### config.mk
export PLATFORM = sky130hd
export DESIGN_NAME = id_ex_stage
export DESIGN_NICKNAME = d
export VERILOG_FILES = /design/src/rtl/cpu_pkg.sv /design/src/rtl/forward_unit.sv /design/src/rtl/id_ex_stage.sv
export SDC_FILE = /design/constraint.sdc
export NUM_CORES = 1
export LEC_CHECK = 0
export CAP_MARGIN = 20
export CORE_AREA = 3 3 107 109
export DETAILED_ROUTE_END_ITERATION = 10
export DIE_AREA = 0 0 110 112
export PLACE_DENSITY_LB_ADDON = 0.25
export REMOVE_ABC_BUFFERS = 1
export SETUP_SLACK_MARGIN = 0.05
export SLEW_MARGIN = 5
export SYNTH_ARGS = -nofsm -noshare
export SYNTH_HDL_FRONTEND = slang
export SYNTH_SLANG_ARGS = --single-unit
### constraint.sdc
create_clock -name clk -period 6.25 [get_ports clk]
set_input_delay 1.25 -clock clk [delete_from_list [all_inputs] [get_ports clk]]
set_output_delay 1.25 -clock clk [all_outputs]
set_load 0.03 [all_outputs]
### src/rtl/cpu_pkg.sv
// Shared definitions for the ID/EX pipeline slice.
// Holds the opcode constants, the forwarding-select encodings, the
// ID/EX state encodings and the per-cycle action encoding used by
// id_ex_stage and forward_unit.
package cpu_pkg;

  // Opcodes live in instr[15:12].
  localparam logic [3:0] OP_ADD = 4'h0;
  localparam logic [3:0] OP_LW  = 4'h8;
  localparam logic [3:0] OP_SW  = 4'h9;
  localparam logic [3:0] OP_LHB = 4'hA;
  localparam logic [3:0] OP_LLB = 4'hB;
  localparam logic [3:0] OP_HLT = 4'hF;

  // ALU operand source select.
  localparam logic [1:0] FWD_NONE = 2'b00;
  localparam logic [1:0] FWD_WB   = 2'b01;
  localparam logic [1:0] FWD_MEM  = 2'b10;

  // ID/EX stage state.
  localparam logic [0:0] ST_RUN  = 1'b0;
  localparam logic [0:0] ST_HALT = 1'b1;

  // What the EX registers do on the next rising edge.
  typedef enum logic [1:0] {
    ACT_CAPTURE = 2'd0,
    ACT_HOLD    = 2'd1,
    ACT_BUBBLE  = 2'd2
  } action_e;

  function automatic logic is_hlt(input logic [15:0] instr);
    return instr[15:12] == OP_HLT;
  endfunction

endpackage

### src/rtl/forward_unit.sv
// Operand forward select for one ALU source.
// Ports:
//   ex_valid_i        - instruction in EX is real (not a bubble)
//   uses_i            - instruction in EX actually reads this operand
//   src_i             - register specifier of this operand in EX
//   exmem_regwrite_i  - EX/MEM instruction writes a register
//   exmem_rd_i        - EX/MEM destination
//   memwb_regwrite_i  - MEM/WB instruction writes a register
//   memwb_rd_i        - MEM/WB destination
//   sel_o             - FWD_MEM / FWD_WB / FWD_NONE
module forward_unit
  import cpu_pkg::*;
#(
  parameter int REG_W = 4
) (
  input  logic             ex_valid_i,
  input  logic             uses_i,
  input  logic [REG_W-1:0] src_i,
  input  logic             exmem_regwrite_i,
  input  logic [REG_W-1:0] exmem_rd_i,
  input  logic             memwb_regwrite_i,
  input  logic [REG_W-1:0] memwb_rd_i,
  output logic [1:0]       sel_o
);

  logic mem_hit;
  logic wb_hit;

  // R0 is hardwired zero, so a write to it never produces a value to forward.
  assign mem_hit = exmem_regwrite_i && (exmem_rd_i != '0) && (exmem_rd_i == src_i);
  assign wb_hit  = memwb_regwrite_i && (memwb_rd_i != '0) && (memwb_rd_i == src_i);

  always_comb begin
    sel_o = FWD_NONE;
    if (ex_valid_i && uses_i) begin
      // The younger producer (EX/MEM) holds the newer value.
      if (mem_hit)     sel_o = FWD_MEM;
      else if (wb_hit) sel_o = FWD_WB;
    end
  end

endmodule

### src/rtl/id_ex_stage.sv
// ID/EX pipeline register with load-use detection, forward select,
// halt tracking and a flush/stall bubble counter.
// Ports:
//   clk, rst            - clock, synchronous active-high reset
//   id_*                - decoded instruction from ID
//   ext_stall           - memory freeze: EX registers hold
//   flush               - taken branch in ID: insert a bubble
//   exmem_*/memwb_*     - downstream destinations for forwarding
//   ex_*                - registered copies of the ID fields
//   forward_a/forward_b - ALU operand source selects
//   load_use_stall      - freeze PC and IF/ID this cycle
//   halted              - HLT has been captured
//   bubble_count        - saturating count of flush/load-use bubbles
//   fsm_state           - current state (ST_RUN / ST_HALT)
// Handshake: there is no valid/ready pair here; id_valid qualifies the
// ID fields, and the stage accepts them on any edge whose action is
// CAPTURE. When load_use_stall is high the upstream must present the
// same instruction again on the following cycle.
module id_ex_stage
  import cpu_pkg::*;
#(
  parameter int DATA_W = 16,
  parameter int REG_W  = 4
) (
  input  logic              clk,
  input  logic              rst,
  input  logic              id_valid,
  input  logic [15:0]       id_instr,
  input  logic [DATA_W-1:0] id_regdata1,
  input  logic [DATA_W-1:0] id_regdata2,
  input  logic [DATA_W-1:0] id_pcs,
  input  logic              id_ldbyte,
  input  logic              id_memop,
  input  logic              id_memread,
  input  logic              id_memwrite,
  input  logic              id_regwrite,
  input  logic              id_uses_rs,
  input  logic              id_uses_rt,
  input  logic [REG_W-1:0]  id_rs,
  input  logic [REG_W-1:0]  id_rt,
  input  logic [REG_W-1:0]  id_rd,
  input  logic              ext_stall,
  input  logic              flush,
  input  logic              exmem_regwrite,
  input  logic [REG_W-1:0]  exmem_rd,
  input  logic              memwb_regwrite,
  input  logic [REG_W-1:0]  memwb_rd,
  output logic              ex_valid,
  output logic [15:0]       ex_instr,
  output logic [DATA_W-1:0] ex_regdata1,
  output logic [DATA_W-1:0] ex_regdata2,
  output logic [DATA_W-1:0] ex_pcs,
  output logic              ex_ldbyte,
  output logic              ex_memop,
  output logic              ex_memread,
  output logic              ex_memwrite,
  output logic              ex_regwrite,
  output logic [REG_W-1:0]  ex_rd,
  output logic [1:0]        forward_a,
  output logic [1:0]        forward_b,
  output logic              load_use_stall,
  output logic              halted,
  output logic [15:0]       bubble_count,
  output logic [0:0]        fsm_state
);

  logic              valid_q, ldbyte_q, memop_q, memread_q, memwrite_q, regwrite_q;
  logic [15:0]       instr_q;
  logic [DATA_W-1:0] regdata1_q, regdata2_q, pcs_q;
  logic [REG_W-1:0]  rd_q, rs_q, rt_q;
  logic              uses_rs_q, uses_rt_q;
  logic [0:0]        state_q, state_d;
  logic [15:0]       bubble_count_q, bubble_count_d;
  action_e           action;
  logic              count_bubble;

  assign halted    = (state_q == ST_HALT);
  assign fsm_state = state_q;

  assign load_use_stall = !halted && id_valid && valid_q && memread_q && (rd_q != '0) &&
                          ((id_uses_rs && (id_rs == rd_q)) || (id_uses_rt && (id_rt == rd_q)));

  always_comb begin
    action       = ACT_CAPTURE;
    count_bubble = 1'b0;
    if (ext_stall) begin
      action = ACT_HOLD;
    end else if (halted) begin
      action = ACT_BUBBLE;
    end else if (flush || load_use_stall) begin
      // One bubble even when both causes coincide.
      action       = ACT_BUBBLE;
      count_bubble = 1'b1;
    end
  end

  always_comb begin
    state_d = state_q;
    if (action == ACT_CAPTURE && id_valid && is_hlt(id_instr)) state_d = ST_HALT;
  end

  always_comb begin
    bubble_count_d = bubble_count_q;
    if (count_bubble && bubble_count_q != 16'hFFFF) bubble_count_d = bubble_count_q + 16'd1;
  end

  always_ff @(posedge clk) begin
    if (rst) begin
      state_q        <= ST_RUN;
      bubble_count_q <= '0;
      valid_q        <= 1'b0;
      instr_q        <= '0;
      regdata1_q     <= '0;
      regdata2_q     <= '0;
      pcs_q          <= '0;
      ldbyte_q       <= 1'b0;
      memop_q        <= 1'b0;
      memread_q      <= 1'b0;
      memwrite_q     <= 1'b0;
      regwrite_q     <= 1'b0;
      rd_q           <= '0;
      rs_q           <= '0;
      rt_q           <= '0;
      uses_rs_q      <= 1'b0;
      uses_rt_q      <= 1'b0;
    end else begin
      state_q        <= state_d;
      bubble_count_q <= bubble_count_d;
      case (action)
        ACT_CAPTURE: begin
          valid_q    <= id_valid;
          instr_q    <= id_instr;
          regdata1_q <= id_regdata1;
          regdata2_q <= id_regdata2;
          pcs_q      <= id_pcs;
          ldbyte_q   <= id_ldbyte;
          memop_q    <= id_memop;
          memread_q  <= id_memread;
          memwrite_q <= id_memwrite;
          regwrite_q <= id_regwrite;
          rd_q       <= id_rd;
          rs_q       <= id_rs;
          rt_q       <= id_rt;
          uses_rs_q  <= id_uses_rs;
          uses_rt_q  <= id_uses_rt;
        end
        ACT_BUBBLE: begin
          // Bubble is ADD R0,R0,R0 with no side effects; data fields keep old values.
          valid_q    <= 1'b0;
          instr_q    <= '0;
          ldbyte_q   <= 1'b0;
          memop_q    <= 1'b0;
          memread_q  <= 1'b0;
          memwrite_q <= 1'b0;
          regwrite_q <= 1'b0;
          rd_q       <= '0;
          uses_rs_q  <= 1'b0;
          uses_rt_q  <= 1'b0;
        end
        default: ; // ACT_HOLD: everything keeps its value
      endcase
    end
  end

  forward_unit #(.REG_W(REG_W)) u_fwd_a (
    .ex_valid_i      (valid_q),
    .uses_i          (uses_rs_q),
    .src_i           (rs_q),
    .exmem_regwrite_i(exmem_regwrite),
    .exmem_rd_i      (exmem_rd),
    .memwb_regwrite_i(memwb_regwrite),
    .memwb_rd_i      (memwb_rd),
    .sel_o           (forward_a)
  );

  forward_unit #(.REG_W(REG_W)) u_fwd_b (
    .ex_valid_i      (valid_q),
    .uses_i          (uses_rt_q),
    .src_i           (rt_q),
    .exmem_regwrite_i(exmem_regwrite),
    .exmem_rd_i      (exmem_rd),
    .memwb_regwrite_i(memwb_regwrite),
    .memwb_rd_i      (memwb_rd),
    .sel_o           (forward_b)
  );

  assign ex_valid     = valid_q;
  assign ex_instr     = instr_q;
  assign ex_regdata1  = regdata1_q;
  assign ex_regdata2  = regdata2_q;
  assign ex_pcs       = pcs_q;
  assign ex_ldbyte    = ldbyte_q;
  assign ex_memop     = memop_q;
  assign ex_memread   = memread_q;
  assign ex_memwrite  = memwrite_q;
  assign ex_regwrite  = regwrite_q;
  assign ex_rd        = rd_q;
  assign bubble_count = bubble_count_q;

endmodule

# Word level (Yosys, flattened, before mapping)
# Cells that the tools add are included.
classes:
  add_sub_neg: 1
  n_eq_ne: 9
  n_mux: 22
  reduce_logical: 26
ops:
  columns: ["operator", "count"]
  rows:
  - ["one-hot mux 16 bit (2 select lines)", 1]
  - ["equality test 4 bit", 6]
  - ["logical AND 1 bit", 18]
  - ["adder 16 x 1 -> 16 bit, second input constant", 1]
  - ["!= test 16 bit, second input constant", 1]
  - ["one-hot mux 1 bit (2 select lines)", 8]
  - ["two-way mux 2 bit", 7]
  - ["nonzero test 4 bit", 3]
  - ["one-hot mux 4 bit (2 select lines)", 1]
  - ["two-way mux 1 bit", 5]
  - ["equality test 4 bit, second input constant", 1]
  - ["equality test 2 bit, second input constant", 1]
  - ["zero test 2 bit", 1]
  - ["logical OR 1 bit", 2]
  - ["nonzero test 2 bit", 1]
  - ["zero test 1 bit", 1]
totals:
  ff_bits: 101
  inputBits: 98
  output_inout_bits: 97
  word_cells: 75

# Logic depth before layout (Yosys ltp)
# Gate-level depths: netlist (run 1).
logic_depth:
  word_depth: 13
  depth_mapped: 8
  ltp_nobuf: 7

# Hierarchy
# Synthesis (run 1) repeated with hierarchy kept, for this count alone.
unflattened:
  cells_unflattened: 507
  hier_area_um2: 4271.6
by_module_without_submodules:
  columns: ["mod", "n_inst", "cells_each", "area_each_um2", "seq_area_each_um2"]
  rows:
  - ["id_ex_stage", 1, 469, 3976.3, 2021.9]
  - ["forward_unit", 2, 19, 147.6, 0.0]

# Least setup slack after synthesis (run 1)
# No wires, ideal clock.
synth_path:
  kind: "input-to-output"
  startpoint: "input exmem_rd[1]"
  endpoint: "output forward_b[0]"
  arrival_ns: 2.745
  t_required_ns: 5.000
  path_slack_ns: 2.255
  cell_stages: 3
  n_path_buf: 0
  path_cell_list: "o41ai_1 -> nor2_1 -> nor4_1"
synth_via:
  elab_chain_len: 5
  elab_cells_between_ends: 6
  classes_between: "1 x eq/ne; 2 x mux; 3 x reduce/logical"
synth_rtl:
  columns: ["item", "line_no", "text"]
  rows:
  - ["start: declaration", "id_ex_stage.sv:45", "input logic [REG_W-1:0] exmem_rd,"]
  - ["nonzero test 4 bit", "forward_unit.sv:30", "assign mem_hit = exmem_regwrite_i && (exmem_rd_i != '0) && (exmem_rd_i == src_i);"]
  - ["logical AND 1 bit", "forward_unit.sv:30", null]
  - ["logical AND 1 bit *", "forward_unit.sv:30", null]
  - ["two-way mux 2 bit *", "forward_unit.sv:37", "if (mem_hit) sel_o = FWD_MEM;"]
  - ["two-way mux 2 bit *", "forward_unit.sv:35", "if (ex_valid_i && uses_i) begin"]
  - ["end: declaration", "id_ex_stage.sv:60", "output logic [1:0] forward_b,"]
# Every way passes the cells marked *; elsewhere a longest branch is shown, timed or not.

# Worst setup path after layout (run 1)
layout_path:
  startpoint: "input id_rt[3]"
  endpoint: "output load_use_stall"
layout_via:
  elab_chain_len: 4
layout_rtl:
  columns: ["item", "line_no", "text"]
  rows:
  - ["start: declaration", "id_ex_stage.sv:40", "input logic [REG_W-1:0] id_rt,"]
  - ["equality test 4 bit", "id_ex_stage.sv:81", "((id_uses_rs && (id_rs == rd_q)) || (id_uses_rt && (id_rt == rd_q)));"]
  - ["logical AND 1 bit", "id_ex_stage.sv:81", null]
  - ["logical OR 1 bit", "id_ex_stage.sv:81", null]
  - ["logical AND 1 bit", "id_ex_stage.sv:80", "assign load_use_stall = !halted && id_valid && valid_q && memread_q && (rd_q != '0) &&"]
  - ["end: declaration", "id_ex_stage.sv:61", "output logic load_use_stall,"]
# No other way between the ends.

==> metrics.md, run 1 <==
| Metric | Value |
|---|---|
| Die area | `12,300 µm²` |
| Mapped Cells | `431` |
| Leakage power | `2.35 nW` |
| Worst Reg-to-Reg Cells | `6` |
| Setup crit start | `id_rt[3]` |
| Most common cell in the synthesized netlist | `dfxtp_1` |
| Largest cells by area after synthesis | `dfxtp_1 (48%), mux2i_1 (14%), nor2_1 (8.8%), a22oi_1 (5.0%), xnor2_1 (4.4%)` |
| Number of cell rows | `38` |
| Hold buffer count at CTS | `0` |
| R2r startpoint | `ex_rd[3]$_SDFFE_PP0P_` |
| Synthesized area | `4200 µm²` |
| Setup ws final | `1.62 ns` |
| Outcome | `finished clean` |
| Period utilization | `74.0%` |
| Clk slew on worst S/H paths | `0.10 ns` |
| Antenna violations before repair | `0` |
| Avg Inst Size Synth | `9.75 µm²` |
| Antenna cells | `0` |
| Layout cell share with drive strength beyond 1 | `5.02%` |
| GRT overflow | `0` |
| CP most frequent cell | `clkdlybuf4s50_1` |
| Worst-Margin Slew | `0.862 ns` |
| Power Internal | `1.03 mW` |
| Core region area | `10,700 µm²` |
| Met2 wire len | `5590 µm` |
| Vias in the first global route | `3,872` |
| Cells along the critical path | `clkdlybuf4s50_1 > inv_1 > a222oi_1 > nor4b_4 > or2_2 > clkdlybuf4s50_1` |
| CP Launch Type | `input port` |
| Synth area leader | `dfxtp_1` |
| Avg WL per Cell | `15.6 µm` |
| First-pass GRT wire length | `19,000 µm` |
| Final core occ | `60.3%` |
| Sink Count | `101` |
| Worst-Skew Late Latency | `0.35 ns` |
| MaxCap Viol Count | `0` |
| Total iterations of the first detailed-routing run | `4` |
| Crit. End Element | `primary output` |
| Yosys warns | `0` |
| Max frequency | `0.216 GHz` |
| GRT Total Usage | `19.3%` |
| Worst hold path type | `flip-flop to flip-flop` |
| Top_reg_cell synth | `dfxtp_1` |
| CTS Root Cell | `clkbuf_8` |
| Switching share of power | `25.4%` |
| Largest net degree at the start of global routing | `111` |
| Crit-path max FO | `3` |
| Sequential area share after synthesis | `48.1%` |
| Fillers | `952` |
| Met3 wire length | `1320 µm` |
| I/O pin cnt | `195` |
| Resized cells post-CTS | `0` |
| Die Ht | `112 µm` |
| Synth cell types | `42` |
| Avg Vias per Cell | `5.07` |
| Fin crit period | `4.63 ns` |
| Top cell type's share of synthesized area | `48.1%` |
| Reg-to-reg slack, setup | `3.69 ns` |
| Routed Antenna Nets | `0` |
| GPL Wtd Cong | `0.795` |
| Final max-slew violation count | `0` |
| Clock power share | `32.4%` |
| NumNets Final | `713` |
| CTS tree | `built` |
| Synth top cells by count | `dfxtp_1 (101), nor2_1 (98), mux2i_1 (57), a22oi_1 (28), xnor2_1 (21)` |
| RSZ-0062 raised after global routing | `false` |
| Setup WS pre-CTS | `1.60 ns` |
| # setup viols final | `0` |
| TritonCTS Buffers | `9` |
| Gate power share | `18.1%` |
| Pwr Density | `215 nW/µm²` |
| Post-CTS Setup Inserts | `0` |
| Maximum buffer depth of the clock tree | `2` |
| Final Hold Fails | `0` |
| Sum Neg Setup Slack | `0 ns` |
| Initial DRC Count | `179` |
| CP max-delay cell | `clkdlybuf4s50_1` |
| Rel. slew slack | `42.5%` |
| Worst setup path end | `load_use_stall` |
| Reg-to-Reg End | `ex_regdata2[8]$_SDFFE_PP0N_` |
| Largest stage delay, worst path | `0.66 ns` |
| Seq pwr share | `49.5%` |
| WL final | `11,900 µm` |
| DIE WIDTH | `110 µm` |
| DP HPWL | `8550 µm` |
| FFs w/ async S/R, synth | `0%` |
| Routed met1 length | `4820 µm` |
| Number of port buffers | `194` |
| Worst setup path class | `input port to primary output` |
| Worst EP required | `5.00 ns` |
| P_sw | `0.352 mW` |
| DRC violations left | `0` |
| Skew final | `0.0111 ns` |
| Post-synth EDFFs | `0` |
| H-tree depth | `3` |
| Vias | `3,840` |
| Arrival time worst endpoint | `3.38 ns` |
| #FFs+latches synth | `101` |
| Area Growth Syn to Fin | `53.4%` |
| Top Layer Used | `met4` |
| Worst VDD drop | `0.138 mV` |
| Initial Util | `39.3%` |
-- how the worst min path moves through the flow --
| stage | from | endpoint | slack, ns | depth (start not counted) |
|---|---|---|---|---|
| 2_1_floorplan | uses_rs_q$_SDFFE_PP0P_ | uses_rs_q$_SDFFE_PP0P_ | 0.49 | 2 |
| 3_3_place_gp | ex_regdata1[13]$_SDFFE_PP0N_ | ex_regdata1[13]$_SDFFE_PP0N_ | 0.47 | 2 |
| 3_5_place_dp | ex_regdata1[4]$_SDFFE_PP0N_ | ex_regdata1[4]$_SDFFE_PP0N_ | 0.49 | 2 |
| 4_1_cts | ex_pcs[7]$_SDFFE_PP0N_ | ex_pcs[7]$_SDFFE_PP0N_ | 0.51 | 2 |
| 5_1_grt | ex_pcs[5]$_SDFFE_PP0N_ | ex_pcs[5]$_SDFFE_PP0N_ | 0.52 | 2 |
| 6_report | ex_regdata1[14]$_SDFFE_PP0N_ | ex_regdata1[14]$_SDFFE_PP0N_ | 0.50 | 2 |
-- metal layers --
| metal | global-route usage, % | up-vias |
|---|---|---|
| met5 | 0 | - |
| met4 | 5.74 | 0 |
| met3 | 8.64 | 9 |
| met2 | 30.6 | 141 |
| met1 | 23.5 | 1812 |
| li1 | - | 1878 |
-- state kept, by name (all words and copies together) (netlist names), 4 cells and up --
signal,flops
ex_regdata1,16
bubble_count,16
ex_pcs,16
rs_q,4
ex_instr,16
rt_q,4
ex_regdata2,16
ex_rd,4
-- cell type report --
| class | instances | area (µm²) | share of cell area [%] |
|---|---|---|---|
| clock buffer | 11 | 141 | 2.19 |
| clock inverter | 4 | 72.6 | 1.13 |
| inverter | 3 | 11.3 | 0.175 |
| multi-input combinational | 300 | 2030 | 31.4 |
| sequential | 101 | 2020 | 31.4 |
| tap | 140 | 175 | 2.72 |
| timing repair buffer | 199 | 2000 | 31.0 |
-- per-stage QoR --
stage | hold slack, ns | instance area (µm²) | power, mW | instances
5_1_grt | 0.524 | 6450 | 1.44 | 758
3_3_place_gp | 0.472 | 6200 | 0.945 | 741
6_report | 0.501 | 6450 | 1.39 | 758
3_5_place_dp | 0.486 | 6200 | 0.950 | 741
4_1_cts | 0.508 | 6410 | 1.40 | 756
2_1_floorplan | 0.491 | 4060 | 0.813 | 404
-- critical path: cells and delay by family --
family	cells	cell delay [ns]
simple gates	2	0.57
buf+inv	3	1.21
compound gates	1	0.34
-- power by group through the flow --
stage | clock [mW] | combinational (mW) | sequential, mW
after floorplan | 0 | 0.0712 | 0.742
after global placement | 0 | 0.245 | 0.700
after detailed placement | 0 | 0.249 | 0.701
after CTS | 0.465 | 0.250 | 0.687
after global routing | 0.486 | 0.269 | 0.690
final | 0.449 | 0.250 | 0.686
-- cell families after synthesis --
kind of cell	count (synthesis)	synth area share [%]
xor+xnor	21	4.38
mux	65	15.7
flops	101	48.1
buf+inv	30	3.63
fa+ha+maj	1	0.298
compound gates	50	8.46
simple gates	163	19.4
-- cell usage in the layout, fill, tap and decap left out, types with 3 or more instances in the layout --
master,count
clkbuf_8,10
or3_1,5
nand2_1,7
mux2i_1,57
dfxtp_1,101
nand3_1,11
nor4_1,4
and4_1,3
o21ai_0,6
nand4_1,5
nor2b_1,8
o41ai_1,3
mux2_1,5
mux2_2,3
buf_4,5
a22oi_1,28
nor4b_1,3
clkdlybuf4s50_1,193
a21oi_1,7
xnor2_1,21
nor2_1,98
and3_1,5
Note: power is estimated with default switching activity, not from simulation.
==> inputs of run 2 (changes only) <==
Clock period 6.25 ns to 4.3 ns, I/O delays scaled along.
==> run 2 against run 1 <==
Against the previous run:
- global-route usage up 0.14 points
- first-iteration DRC count grew 6.1%
- routed wire length up 0.15%
- worst setup slack got worse by 1.2 ns
- critical path type unchanged
- cell area fell by 0.33%
- clock skew is 0.0046 ns lower
- hold slack worse by 0.0031 ns
- sequential share of layout area rose by 0.10 points
- via count down 1.5%
- power increased by 40%
- non-clock buffer count stayed put
- die area unchanged
==> metrics.md, run 2 (same netlist as run 1, synthesis figures left out) <==
| Metric | Value |
|---|---|
| Outcome | `finished clean` |
| Layout cell share with drive strength beyond 1 | `4.70%` |
| Routed Antenna Nets | `0` |
| First-pass GRT wire length | `18,900 µm` |
| Worst-Margin Slew | `0.690 ns` |
| Skew final | `0.00650 ns` |
| Crit. End Element | `primary output` |
| Initial Util | `39.3%` |
| Avg WL per Cell | `15.7 µm` |
| Pwr Density | `303 nW/µm²` |
| Arrival time worst endpoint | `3.04 ns` |
| Number of port buffers | `194` |
| Worst Reg-to-Reg Cells | `7` |
| Leakage power | `2.35 nW` |
| Antenna violations before repair | `0` |
| Worst-Skew Late Latency | `0.35 ns` |
| CP Launch Type | `input port` |
| Rel. slew slack | `53.9%` |
| Post-CTS Setup Inserts | `0` |
| Worst Hold Depth | `2` |
| Met3 wire length | `1350 µm` |
| Commonest non-fill, non-tap cell in the layout | `clkdlybuf4s50_1` |
| CTS tree | `built` |
| Avg Vias per Cell | `5.00` |
| GPL Wtd Cong | `0.760` |
| Core region area | `10,700 µm²` |
| Die area | `12,300 µm²` |
| Register area | `2020 µm²` |
| Area Growth Syn to Fin | `52.9%` |
| Setup crit start | `exmem_rd[1]` |
| H-tree depth | `3` |
| Final Hold Fails | `0` |
| Met2 wire len | `5530 µm` |
| Maximum buffer depth of the clock tree | `2` |
| DIE WIDTH | `110 µm` |
| Initial DRC Count | `190` |
| Worst Hold End | `ex_regdata2[8]$_SDFFE_PP0N_` |
| Worst hold path type | `flip-flop to flip-flop` |
| Largest net degree at the start of global routing | `111` |
| CTS Root Cell | `clkbuf_8` |
| R2r startpoint | `ex_rd[0]$_SDFFE_PP0P_` |
| Number of cell rows | `38` |
| Sink Count | `101` |
| Total power | `1.95 mW` |
| Top Layer Used | `met4` |
| Final core occ | `60.1%` |
| Crit-path max FO | `3` |
| WL final | `11,900 µm` |
| DRC violations left | `0` |
| Reg-to-Reg End | `bubble_count[10]$_SDFFE_PP0P_` |
| Reg-to-reg slack, setup | `1.92 ns` |
| Antenna cells | `0` |
| Worst setup path class | `input port to primary output` |
| DP HPWL | `8600 µm` |
| Routed met1 length | `4930 µm` |
| Worst EP required | `3.44 ns` |
| Area of the multi-input gates | `2030 µm²` |
| Resized cells post-CTS | `0` |
| Total iterations of the first detailed-routing run | `4` |
| Hold buffer count at CTS | `0` |
| Clk slew on worst S/H paths | `0.09 ns` |
| Fin crit period | `3.90 ns` |
| GRT overflow | `0` |
| Worst VDD drop | `0.167 mV` |
| RSZ-0062 raised after global routing | `false` |
| TritonCTS Buffers | `9` |
| Fillers | `941` |
| Final max-slew violation count | `0` |
| Vias in the first global route | `3,830` |
| I/O pin cnt | `195` |
| Commonest cells after routing, fill and taps aside | `clkdlybuf4s50_1 (193), dfxtp_1 (101), nor2_1 (98)` |
| NumNets Final | `713` |
| GRT Total Usage | `19.5%` |
| MaxCap Viol Count | `0` |
| Max frequency | `0.257 GHz` |
| Worst Hold Launch | `ex_regdata2[8]$_SDFFE_PP0N_` |
| # setup viols final | `0` |
| Die Ht | `112 µm` |
| Period utilization | `90.6%` |
| Vias | `3,783` |
run 2: cell type report:
cell class	instances	area share, %
inverter	3	0.175
tap	140	2.73
timing repair buffer	199	31.3
clock buffer	12	2.26
clock inverter	2	0.545
sequential	101	31.5
multi-input combinational	300	31.5
run 2: per-stage QoR:
stage	hold WS, ns	setup TNS (ns)	worst slack [ns]	cells	cell area [µm²]
after floorplan	0.491	-61.60	-0.750	404	4060
final	0.498	0	0.404	757	6420
after global placement	0.472	0	0.489	741	6210
after CTS	0.502	0	0.379	755	6390
after global routing	0.536	0	0.298	757	6420
after detailed placement	0.484	0	0.374	741	6210
run 2: worst max path at each step:
stage,to
floorplan,ex_pcs[0]$_SDFFE_PP0N_
global placement,load_use_stall
detailed placement,forward_b[0]
CTS,forward_b[0]
global route,forward_b[0]
finish,forward_b[0]
run 2: where the power goes:
part | total (mW) | internal [mW] | switching [mW]
Sequential | 0.998 | 0.972 | 0.0262
Combinational | 0.364 | 0.191 | 0.174
Clock | 0.584 | 0.279 | 0.305
run 2: worst max-delay path, stage by stage:
cell and delay (ns):
clkdlybuf4s50_1 0.48, o41ai_1 0.52, nor2_1 0.12, nor4_1 0.32
clkdlybuf4s50_1 0.73
run 2: per-layer routing:
layer | GRT usage, % | vias to the layer above
met5 | 0 | -
met4 | 5.15 | 0
met3 | 10.6 | 4
met2 | 30.3 | 135
met1 | 23.2 | 1766
li1 | - | 1878
